**src/rtl/efb_wb_arbiter.sv**
```systemverilog
// Two-master Wishbone arbiter in front of the EFB slave port: whole-cycle ownership,
// round-robin on ties, owner-only ack routing and a stalled-strobe watchdog.
module efb_wb_arbiter #(
  parameter int TIMEOUT_CYCLES = 255
) (
  input  logic       xclk,
  input  logic       sys_rst,
  input  logic       m0_cyc,
  input  logic       m0_stb,
  input  logic       m0_we,
  input  logic [7:0] m0_adr,
  input  logic [7:0] m0_dat_w,
  output logic [7:0] m0_dat_r,
  output logic       m0_ack,
  output logic       m0_err,
  input  logic       m1_cyc,
  input  logic       m1_stb,
  input  logic       m1_we,
  input  logic [7:0] m1_adr,
  input  logic [7:0] m1_dat_w,
  output logic [7:0] m1_dat_r,
  output logic       m1_ack,
  output logic       m1_err,
  output logic       s_cyc,
  output logic       s_stb,
  output logic       s_we,
  output logic [7:0] s_adr,
  output logic [7:0] s_dat_w,
  input  logic [7:0] s_dat_r,
  input  logic       s_ack,
  output logic [1:0] grant,
  output logic [7:0] tmo_count
);

  typedef enum logic [1:0] {IDLE, OWN0, OWN1, ABORT} state_t;

  localparam logic [7:0] TMO_LAST = 8'(TIMEOUT_CYCLES - 1);

  state_t     state, nextState;
  logic [1:0] grantNext;
  logic       lastServed, lastServedNext;
  logic [7:0] wdCount, wdNext;
  logic       errFirst;
  logic       ownCyc, ownStb, ownWe, busOn;
  logic [7:0] ownAdr, ownDat;

  function automatic logic [7:0] satInc(input logic [7:0] v);
    return (v == 8'hFF) ? v : v + 8'd1;
  endfunction

  // Owner's request lines, selected by the registered grant
  always_comb begin
    ownCyc = grant[1] ? m1_cyc   : m0_cyc;
    ownStb = grant[1] ? m1_stb   : m0_stb;
    ownWe  = grant[1] ? m1_we    : m0_we;
    ownAdr = grant[1] ? m1_adr   : m0_adr;
    ownDat = grant[1] ? m1_dat_w : m0_dat_w;
  end

  always_comb begin
    nextState      = state;
    grantNext      = grant;
    lastServedNext = lastServed;
    wdNext         = 8'd0;
    case (state)
      IDLE: begin
        grantNext = 2'b00;
        // lastServed = 1 means m1 was served last, so m0 wins a tie
        if (m0_cyc && (!m1_cyc || lastServed)) begin
          nextState = OWN0;
          grantNext = 2'b01;
        end else if (m1_cyc) begin
          nextState = OWN1;
          grantNext = 2'b10;
        end
      end
      OWN0, OWN1: begin
        if (!ownCyc) begin
          nextState      = IDLE;
          grantNext      = 2'b00;
          lastServedNext = (state == OWN1);
        end else if (ownStb && !s_ack) begin
          if (wdCount == TMO_LAST) nextState = ABORT;
          else                     wdNext    = wdCount + 8'd1;
        end
      end
      ABORT: begin
        if (!ownCyc) begin
          nextState      = IDLE;
          grantNext      = 2'b00;
          lastServedNext = grant[1];
        end
      end
      default: begin
        nextState = IDLE;
        grantNext = 2'b00;
      end
    endcase
  end

  always_ff @(posedge xclk or negedge sys_rst) begin
    if (!sys_rst) begin
      state      <= IDLE;
      grant      <= 2'b00;
      lastServed <= 1'b1;
      wdCount    <= 8'd0;
      errFirst   <= 1'b0;
      tmo_count  <= 8'd0;
    end else begin
      state      <= nextState;
      grant      <= grantNext;
      lastServed <= lastServedNext;
      wdCount    <= wdNext;
      errFirst   <= (nextState == ABORT) && (state != ABORT);
      if ((nextState == ABORT) && (state != ABORT)) tmo_count <= satInc(tmo_count);
    end
  end

  // Slave side is live only while a master owns the bus and is not aborted
  always_comb begin
    busOn    = (state == OWN0) || (state == OWN1);
    s_cyc    = busOn & ownCyc;
    s_stb    = busOn & ownStb;
    s_we     = busOn & ownWe;
    s_adr    = busOn ? ownAdr : 8'd0;
    s_dat_w  = busOn ? ownDat : 8'd0;
    m0_ack   = (state == OWN0) & s_ack;
    m1_ack   = (state == OWN1) & s_ack;
    m0_err   = errFirst & grant[0];
    m1_err   = errFirst & grant[1];
    m0_dat_r = s_dat_r;
    m1_dat_r = s_dat_r;
  end

endmodule

```
**config.mk**
```make
export PLATFORM = sky130hd
export DESIGN_NAME = efb_wb_arbiter
export DESIGN_NICKNAME = d
export VERILOG_FILES = /design/src/rtl/efb_wb_arbiter.sv
export SDC_FILE = /design/constraint.sdc
export NUM_CORES = 1
export LEC_CHECK = 0
export CAP_MARGIN = 10
export CORE_MARGIN = 2
export CORE_UTILIZATION = 38
export CTS_CLUSTER_SIZE = 16
export DETAILED_ROUTE_END_ITERATION = 7
export PLACE_DENSITY = 0.86
export SLEW_MARGIN = 20
export SYNTH_ARGS = -nofsm -noshare
export SYNTH_HDL_FRONTEND = slang
export SYNTH_SLANG_ARGS = --single-unit
```
**constraint.sdc**
```tcl
create_clock -name xclk -period 3.12 [get_ports xclk]
set_input_delay 0.936 -clock xclk [delete_from_list [all_inputs] [get_ports xclk]]
set_output_delay 0.936 -clock xclk [all_outputs]
set_load 0.02 [all_outputs]
```
==> flow_summary.ini, run 1 <==
[global_routing]
grt_busiest_layer = met2
antenna_found_initial = 0
grt_use_met1_pct = 19.64
grt_pass1_vias = 1496
grtUsageMet3_pct = 3.704
grt_pass1_wl_um = 6824
grt_util_met2_pct = 28.76
grt_use_total_pct = 16.25
grt_max_degree = 23
grt_overflow = 0

[sta]
fmax_mhz = 340.8
final_max_slew_viol_count = 0
relSlewSlack_pct = 68.86
rsz0062_at_grt = no
hold_ws_ns = 0.5179
worst_slack_ns = 0.1861
final.setup.tns_ns = 0
period_share_pct = 94.04
finalSetupViolCount = 0
worst_pin_slew_ns = 0.4670
finalHoldViolCount = 0
clock_skew_ns = 0.01113
period_minus_slack_ns = 2.934

[synthesis]
synth_common_cells = 21 x dfrtp_1, 19 x nor2b_1, 18 x mux2i_1
synthCells = 183
seq_area_frac_synth_pct = 32.33
synth_area_per_cell_um2 = 9.326
synth_top_area_share_pct = 30.79
synth_area_leaders = dfrtp_1 31%, mux2i_1 11%, buf_4 7.5%
synth_edf_count = 0
synth-seq-cells = 22
synthFlopType = dfrtp_1
synth_largest_area_cell = dfrtp_1
async_flop_share_pct = 100.0
synth.most_common_cell = dfrtp_1
ys_types = 42
syn_nets = 239
ys_warn_count = 0
synth_area_mm2 = 0.001707

[setup_path]
cp-end-kind = primary output
critical_path_arrival_ns = 2.00
path_class = primary input to primary output
reg2reg_from = state[0]
r2r.worst_path.cells = 7
max_stage_delay_ns = 0.46
rrSetupSlack_ns = 0.79
crit_chain = clkdlybuf4s50_1, mux2i_1, nor2b_1, dlygate4sd2_1
crit_fanout = 2
cp_slowest_cell = clkdlybuf4s50_1
r2r_end = tmo_count[6]
cp-startpoint = m1_stb
critPathLaunchType = primary input
crit_required_ns = 2.18

[cts]
clock-sinks = 22
cts_made_buffers = 3
clk_latency_ns = 0.27
cts_tree = yes
postCtsSetupBuffers = 0
clockBufferDepth = 2
path_clk_slew_ns = 0.08
clockRootBuffer = clkbuf_8
cts-hold-fix-buffers = 0
htreeDepth = 1

[route]
drc_errors = 0
postRouteWirelength_um = 4044
drtIter0Drc = 48
routed_via_density = 5.060
wire_per_inst_um = 13.44
vias = 1523
dr.pass1.iters = 4
route.antenna.remaining_nets = 0

[floorplanning]
ios = 98
die_w_um = 71.02
die_h_um = 71.02
dieArea_mm2 = 0.005043
start_util_pct = 39.20
rows = 24
core-area_mm2 = 0.004354

[place]
dp_hpwl_um = 3174
post_dp_cell_area_mm2 = 0.002454
gp_congestion = 0.8366
place_ws_ns = -0.09440
numPortBuffers = 73
dp_cells = 297

[cells_and_area]
layout-drive-gt1-share_pct = 11.24
nNetsFinal = 306
area_delta_synth_final_pct = 49.12
fin_util_pct = 58.45
post_layout_nonfiller_instances = 301
finish.instance_area_mm2 = 0.002545
num_antenna_cells = 0

[pwr]
p_leak_nw = 1.263
cellPowerDensity_mw_per_mm2 = 701.8
power.total_mw = 1.786
ir_worst_vdd_uv = 529.2

[min_path]
hold_start = tmo_count[5]
holdCritPathClass = flip-flop to flip-flop
worstHoldPathCells = 1
min_to = tmo_count[5]

[flow_run]
maxCapViolCount = 0

[status]
status = complete, no violations
## cell type report
cell class,count,area (um^2)
clock inverters,1,30.03
repair buffers,85,840.8
well taps,52,65.06
flip-flops and latches,22,551.8
clock buffers,3,41.29
multi-input cells,134,1001
fillers,371,1809
inverters,4,15.01
## cell usage in the layout, fill, tap and decap left out, types with 2 or more instances in the layout
cell type / netlist / routed
clkdlybuf4s50_1: 0 / 52
nand2_1: 10 / 10
xnor2_1: 4 / 4
and3_1: 4 / 4
nor2_1: 14 / 14
and2_1: 4 / 4
dlygate4sd2_1: 0 / 12
a21oi_2: 2 / 2
dlymetal6s2s_1: 0 / 9
nor3_1: 3 / 3
buf_4: 17 / 11
nand3_1: 5 / 5
mux2_1: 2 / 2
ha_1: 7 / 6
xor2_1: 8 / 8
nand4_1: 3 / 3
inv_1: 4 / 4
o21ai_0: 5 / 5
nor4_1: 4 / 4
dfrtp_1: 21 / 21
nand2b_1: 3 / 3
clkbuf_8: 0 / 3
a31o_2: 2 / 2
mux2i_1: 18 / 18
nor2b_1: 19 / 19
## where the power goes
group / internal (mW) / total [mW] / switching (mW) / leakage [nW]
combinational: 0.554 / 1.13 / 0.581 / 0.931
clock: 0.171 / 0.268 / 0.0968 / 0.0357
sequential: 0.331 / 0.383 / 0.0525 / 0.297
total: 1.06 / 1.79 / 0.730 / 1.26
## how the worst max path moves through the flow
stage | endpoint | slack (ns) | cells past startpoint
2_1_floorplan | s_adr[0] | 0.63 | 4
3_3_place_gp | s_cyc | -0.07 | 4
3_5_place_dp | s_cyc | -0.09 | 4
4_1_cts | s_dat_w[0] | 0.002 | 4
5_1_grt | s_cyc | 0.12 | 4
6_report | s_stb | 0.19 | 4
## flip-flops by register name, summed over array words and instances, names as in the netlist
| signal | count |
|---|---|
| errFirst | 1 |
| grant | 2 |
| lastServed | 1 |
| state | 2 |
| tmo_count | 8 |
| wdCount | 8 |
## critical path, delay by kind of cell
kind / cells / cell delay, ns
buf+inv: 2 / 0.81
simple gates: 1 / 0.16
mux: 1 / 0.09
## repair_timing
action / in CTS / in global routing
setup endpoints to repair: 20 / 9
gates resized for setup: 13 / 10
hold endpoints to repair: 0 / 0
## routing by layer
| metal | part of all wire, % | up-vias |
|---|---|---|
| li1 | - | 753 |
| met1 | 42 | 698 |
| met2 | 48 | 61 |
| met3 | 8.9 | 11 |
| met4 | 1.2 | 0 |
| met5 | 0 | - |
## logic make-up after synthesis
group	count (synthesis)	synth area share (%)
AO/OA/AOI/OAI	17	7.479
XOR/XNOR	12	6.158
buffers and inverters	27	9.750
multiplexers	21	12.68
AND/OR/NAND/NOR	77	26.47
flip-flops	22	32.33
adder cells (fa/ha/maj)	7	5.132
No activity file was read; power rests on OpenSTA's default activity.
==> inputs of run 2 (changes only) <==
- GPL_TIMING_DRIVEN: not set -> 0
==> run 2 against run 1 <==
Design area grew 7.9%. Core utilization increased by 4.6 points. Sequential share of layout area down 1.6 points. Combinational power barely moved. Die area stayed put. Largest cell class is now buffers. Setup slack got worse by 0.071 ns. Clock skew shrank 0.0076 ns.
==> flow_summary.ini, run 2 (synthesized netlist as in run 1, its figures left out) <==
[sta]
period_minus_slack_ns = 3.005
worst_slack_ns = 0.1151
period_share_pct = 96.31
clock_skew_ns = 0.003557
fmax_mhz = 332.8
finalSetupViolCount = 0
relSlewSlack_pct = 61.65
worst_pin_slew_ns = 0.5732
rsz0062_at_grt = no
final_max_slew_viol_count = 0
finalHoldViolCount = 0

[cells_and_area]
top_regs = tmo_count: 8 flops, wdCount: 8 flops
final_common_cell = clkdlybuf4s50_1
finish.instance_area_mm2 = 0.002745
fin_util_pct = 63.05
final_cell_mix = 65 x clkdlybuf4s50_1, 21 x dfrtp_1, 19 x nor2b_1, 18 x mux2i_1, 17 x buf_4
nNetsFinal = 333
num_antenna_cells = 0
layout-drive-gt1-share_pct = 14.13
area_delta_synth_final_pct = 60.85

[flow_run]
maxCapViolCount = 0

[floorplanning]
start_util_pct = 39.20
core-area_mm2 = 0.004354
die_w_um = 71.02
rows = 24
ios = 98
dieArea_mm2 = 0.005043
die_h_um = 71.02

[cts]
clockRootBuffer = clkbuf_8
cts_made_buffers = 3
clk_latency_ns = 0.27
path_clk_slew_ns = 0.08
htreeDepth = 1
clock-sinks = 22
clockBufferDepth = 2
cts_tree = yes
postCtsSetupBuffers = 0

[min_path]
holdCritPathClass = flip-flop to flip-flop

[route]
routed_via_density = 4.966
postRouteWirelength_um = 4428
dr.pass1.iters = 4
vias = 1629
wire_per_inst_um = 13.50
drc_errors = 0
drtIter0Drc = 42
route.antenna.remaining_nets = 0

[place]
place_ws_ns = -0.2685
gp_congestion = 0.7778
post_dp_cell_area_mm2 = 0.002663
numPortBuffers = 89
dp_hpwl_um = 3493

[global_routing]
grt_overflow = 0
grt_pass1_vias = 1562
grt_pass1_wl_um = 7148
grt_use_total_pct = 17.10
grt_max_degree = 23
antenna_found_initial = 0

[setup_path]
crit_fanout = 3
cp-end-kind = primary output
crit_required_ns = 2.18
path_class = primary input to primary output
cp_slowest_cell = clkdlybuf4s50_1
critical_path_arrival_ns = 2.07
max_stage_delay_ns = 0.40
critPathBufInv = 2
crit_chain = clkdlybuf4s50_1, mux2i_1, nor2b_1, dlygate4sd2_1
critPathLaunchType = primary input
cp_top_family = buffers and inverters

[pwr]
p_int_mw = 1.012
power_frac_seq_pct = 21.3
switching_share_pct = 42.42
combPwrFrac_pct = 63.3
pwr-share-clk_pct = 15.4
cellPowerDensity_mw_per_mm2 = 640.1
power.total_mw = 1.757
p_leak_nw = 1.340
p_sw_uw = 745.5
ir_worst_vdd_uv = 319.2

[status]
status = complete, no violations
-- run 2: changes by cell type in the layout (fill, tap and decap cells not counted), sizes merged --
cell and change:
buf +8, clkbuf +4, dlymetal6s2s -2, dlygate4sd2 +4, clkdlybuf4s50 +13
-- run 2: layer usage --
layer	track usage (%)	routed length [um]
met1	20.88	1854
met2	30.63	2148
met3	3.989	384
met4	3.774	41
met5	0	0
-- run 2: path summary, 6_finish.rpt --
kind	endpoint	slack [ns]	cells after the start	from
worst max-delay path	s_stb	0.12	4	m1_stb
worst min-delay path	tmo_count[5]	0.52	1	tmo_count[5]
worst max register to register	tmo_count[6]	0.61	8	state[1]
worst min register to register	tmo_count[5]	0.52	1	tmo_count[5]
max in group asynchronous	lastServed	2.14	1	sys_rst
min in group asynchronous	tmo_count[6]	0.62	1	sys_rst
-- run 2: repair_timing --
item / CTS / global route
hold buffers: 0 / 0
endpoints found under the hold margin: 0 / 0
endpoints found under the setup margin: 21 / 7
gates resized for setup: 22 / 9
-- run 2: final cells by class --
class / count / area, um^2
Tap cell: 52 / 65.06
Sequential cell: 22 / 551.8
Fill cell: 377 / 1609
Inverter: 4 / 15.01
Buffer: 23 / 158.9
Clock inverter: 1 / 30.03
Timing Repair Buffer: 89 / 883.3
Clock buffer: 3 / 41.29
Multi-Input combinational cell: 134 / 999.7
-- run 2: power by group through the flow --
stage / logic [mW] / clock network (mW) / registers, mW
6_report: 1.11 / 0.271 / 0.375
5_1_grt: 1.21 / 0.279 / 0.384
4_1_cts: 1.13 / 0.274 / 0.374
3_5_place_dp: 1.17 / 0 / 0.379
3_3_place_gp: 1.16 / 0 / 0.377
2_1_floorplan: 0.685 / 0 / 0.399
-- run 2: metrics by stage --
| stage | TNS (ns) | cells | hold slack, ns |
|---|---|---|---|
| after CTS | 0 | 328 | 0.5223 |
| after global routing | 0 | 328 | 0.5424 |
| after global placement | -0.6998 | 324 | 0.4973 |
| final | 0 | 328 | 0.5182 |
| after detailed placement | -0.8341 | 324 | 0.5070 |
| after floorplan | 0 | 183 | 0.4723 |
==> inputs of run 3 (changes only) <==
- PLACE_DENSITY: 0.86 -> 0.8
==> run 3 against run 2 <==
Worst hold slack worse by 0.0074 ns. Setup slack better by 0.026 ns. Routed wire length is 3.4% higher. Final cell count stayed put. First-iteration DRC count is 2.4% higher. Sequential share of layout area is 0.31 points higher. Via count is 0.61% higher. Maximum frequency is 0.86% higher. Register-to-register slack better by 0.03 ns. Clock power is 32% lower.
==> flow_summary.ini, run 3 (synthesized netlist as in run 1, its figures left out) <==
[floorplanning]
start_util_pct = 39.20
die_w_um = 71.02
die_h_um = 71.02
dieArea_mm2 = 0.005043
ios = 98
core-area_mm2 = 0.004354
rows = 24

[setup_path]
critical_path_arrival_ns = 2.04
r2r.worst_path.cells = 8
max_stage_delay_ns = 0.60
cp_slowest_cell = clkdlybuf4s50_1
cp-startpoint = grant[1]
path_class = flip-flop to primary output
crit_fanout = 10
crit_required_ns = 2.18
cp-end-kind = primary output
cp.depth = 4
critPathLaunchType = flip-flop
cp_top_family = buffers and inverters
reg2reg_from = state[1]
crit_chain = buf_4, clkbuf_1, and2_1, clkdlybuf4s50_1
critPathBufInv = 3

[place]
place_ws_ns = -0.2979
dp_hpwl_um = 3594
post_dp_cell_area_mm2 = 0.002663
gp_congestion = 0.8100
numPortBuffers = 89

[sta]
worst_pin_slew_ns = 0.5644
period_minus_slack_ns = 2.979
final_max_slew_viol_count = 0
rsz0062_at_grt = no
worst_slack_ns = 0.1407
finalSetupViolCount = 0
relSlewSlack_pct = 62.37
fmax_mhz = 335.6
clock_skew_ns = 0.002912
period_share_pct = 95.49
finalHoldViolCount = 0

[cells_and_area]
layout-drive-gt1-share_pct = 13.77
finish.instance_area_mm2 = 0.002704
top_regs = tmo_count: 8 flops, wdCount: 8 flops
final_common_cell = clkdlybuf4s50_1
multi_input_comb_area_mm2 = 0.001003
num_antenna_cells = 0
nFillCells = 378
nNetsFinal = 333
final_cell_mix = 65 x clkdlybuf4s50_1, 21 x dfrtp_1, 20 x dlygate4sd2_1, 19 x nor2b_1
area_delta_synth_final_pct = 58.43
register_area_um2 = 551.8

[route]
postRouteWirelength_um = 4577
vias = 1639
wire_per_inst_um = 13.95
route.antenna.remaining_nets = 0
drc_errors = 0
drtIter0Drc = 43
dr.pass1.iters = 4
routed_via_density = 4.997

[cts]
htreeDepth = 1
clk_latency_ns = 0.26
cts_tree = yes
clockBufferDepth = 2
clock-sinks = 22
cts_made_buffers = 3
path_clk_slew_ns = 0.08
clockRootBuffer = clkbuf_8

[min_path]
holdCritPathClass = flip-flop to flip-flop
hold_start = wdCount[0]
worstHoldPathCells = 1

[pwr]
ir_worst_vdd_uv = 384.9
cellPowerDensity_mw_per_mm2 = 611.8
p_leak_nw = 1.276

[status]
status = complete, no violations

[global_routing]
grt_use_total_pct = 18.45
grt_pass1_vias = 1541
grt_max_degree = 23
grt_overflow = 0
antenna_found_initial = 0
grt_pass1_wl_um = 7500

[flow_run]
maxCapViolCount = 0
## run 3: area by class of cell
class	instances	share of cell area (%)
well taps	52	2.406
clock buffers	4	1.666
plain buffers	23	5.738
inverters	4	0.5553
flip-flops and latches	22	20.41
multi-input cells	134	37.11
repair buffers	89	32.11
## run 3: routing by layer
metal,part of all wire (%),vias to the layer above,GRT usage (%)
met5,0,-,0
met4,0.55,0,4.403
met3,7.4,2,3.704
met2,48,68,31.88
met1,44,760,23.77
li1,-,809,-
## run 3: metrics by stage
stage                     power, mW  hold slack [ns]  util (%)  instances  setup TNS [ns]
after detailed placement      1.558           0.5021     61.15        324         -0.9874
after global placement        1.543           0.4955     61.15        324         -0.8470
after global routing          1.773           0.5522     62.10        328               0
final                         1.654           0.5108     62.10        328               0
after CTS                     1.679           0.5125     62.04        328               0
after floorplan               1.084           0.4723         -        183               0
## run 3: report_power, final
part	leakage (nW)	switching, mW	internal [mW]
Combinational	0.956	0.605	0.493
Clock	0.0228	0.0927	0.0911
Sequential	0.297	0.0417	0.331
## run 3: final timing paths
check                               end  slack [ns]
hold reg to reg              wdCount[0]        0.51
setup / recovery                 m1_err        0.14
max in group asynchronous    lastServed        2.13
setup reg to reg           tmo_count[6]        0.64
min in group asynchronous  tmo_count[6]        0.63
hold / removal               wdCount[0]        0.51
## run 3: worst reg2reg max path, stage by stage (launching register included)
cell	delay [ns]
dfrtp_1	0.41
inv_1	0.14
ha_2	0.18
clkbuf_1	0.30
o21ai_0	0.20
a211oi_1	0.30
a21oi_2	0.15
nor4_1	0.33
mux2_1	0.36
## run 3: repair_timing
action | 4_1_cts | 5_1_grt
gates resized for setup | 26 | 3
hold buffers | 0 | 0
endpoints found under the setup margin | 21 | 3
buffers inserted | 0 | 0
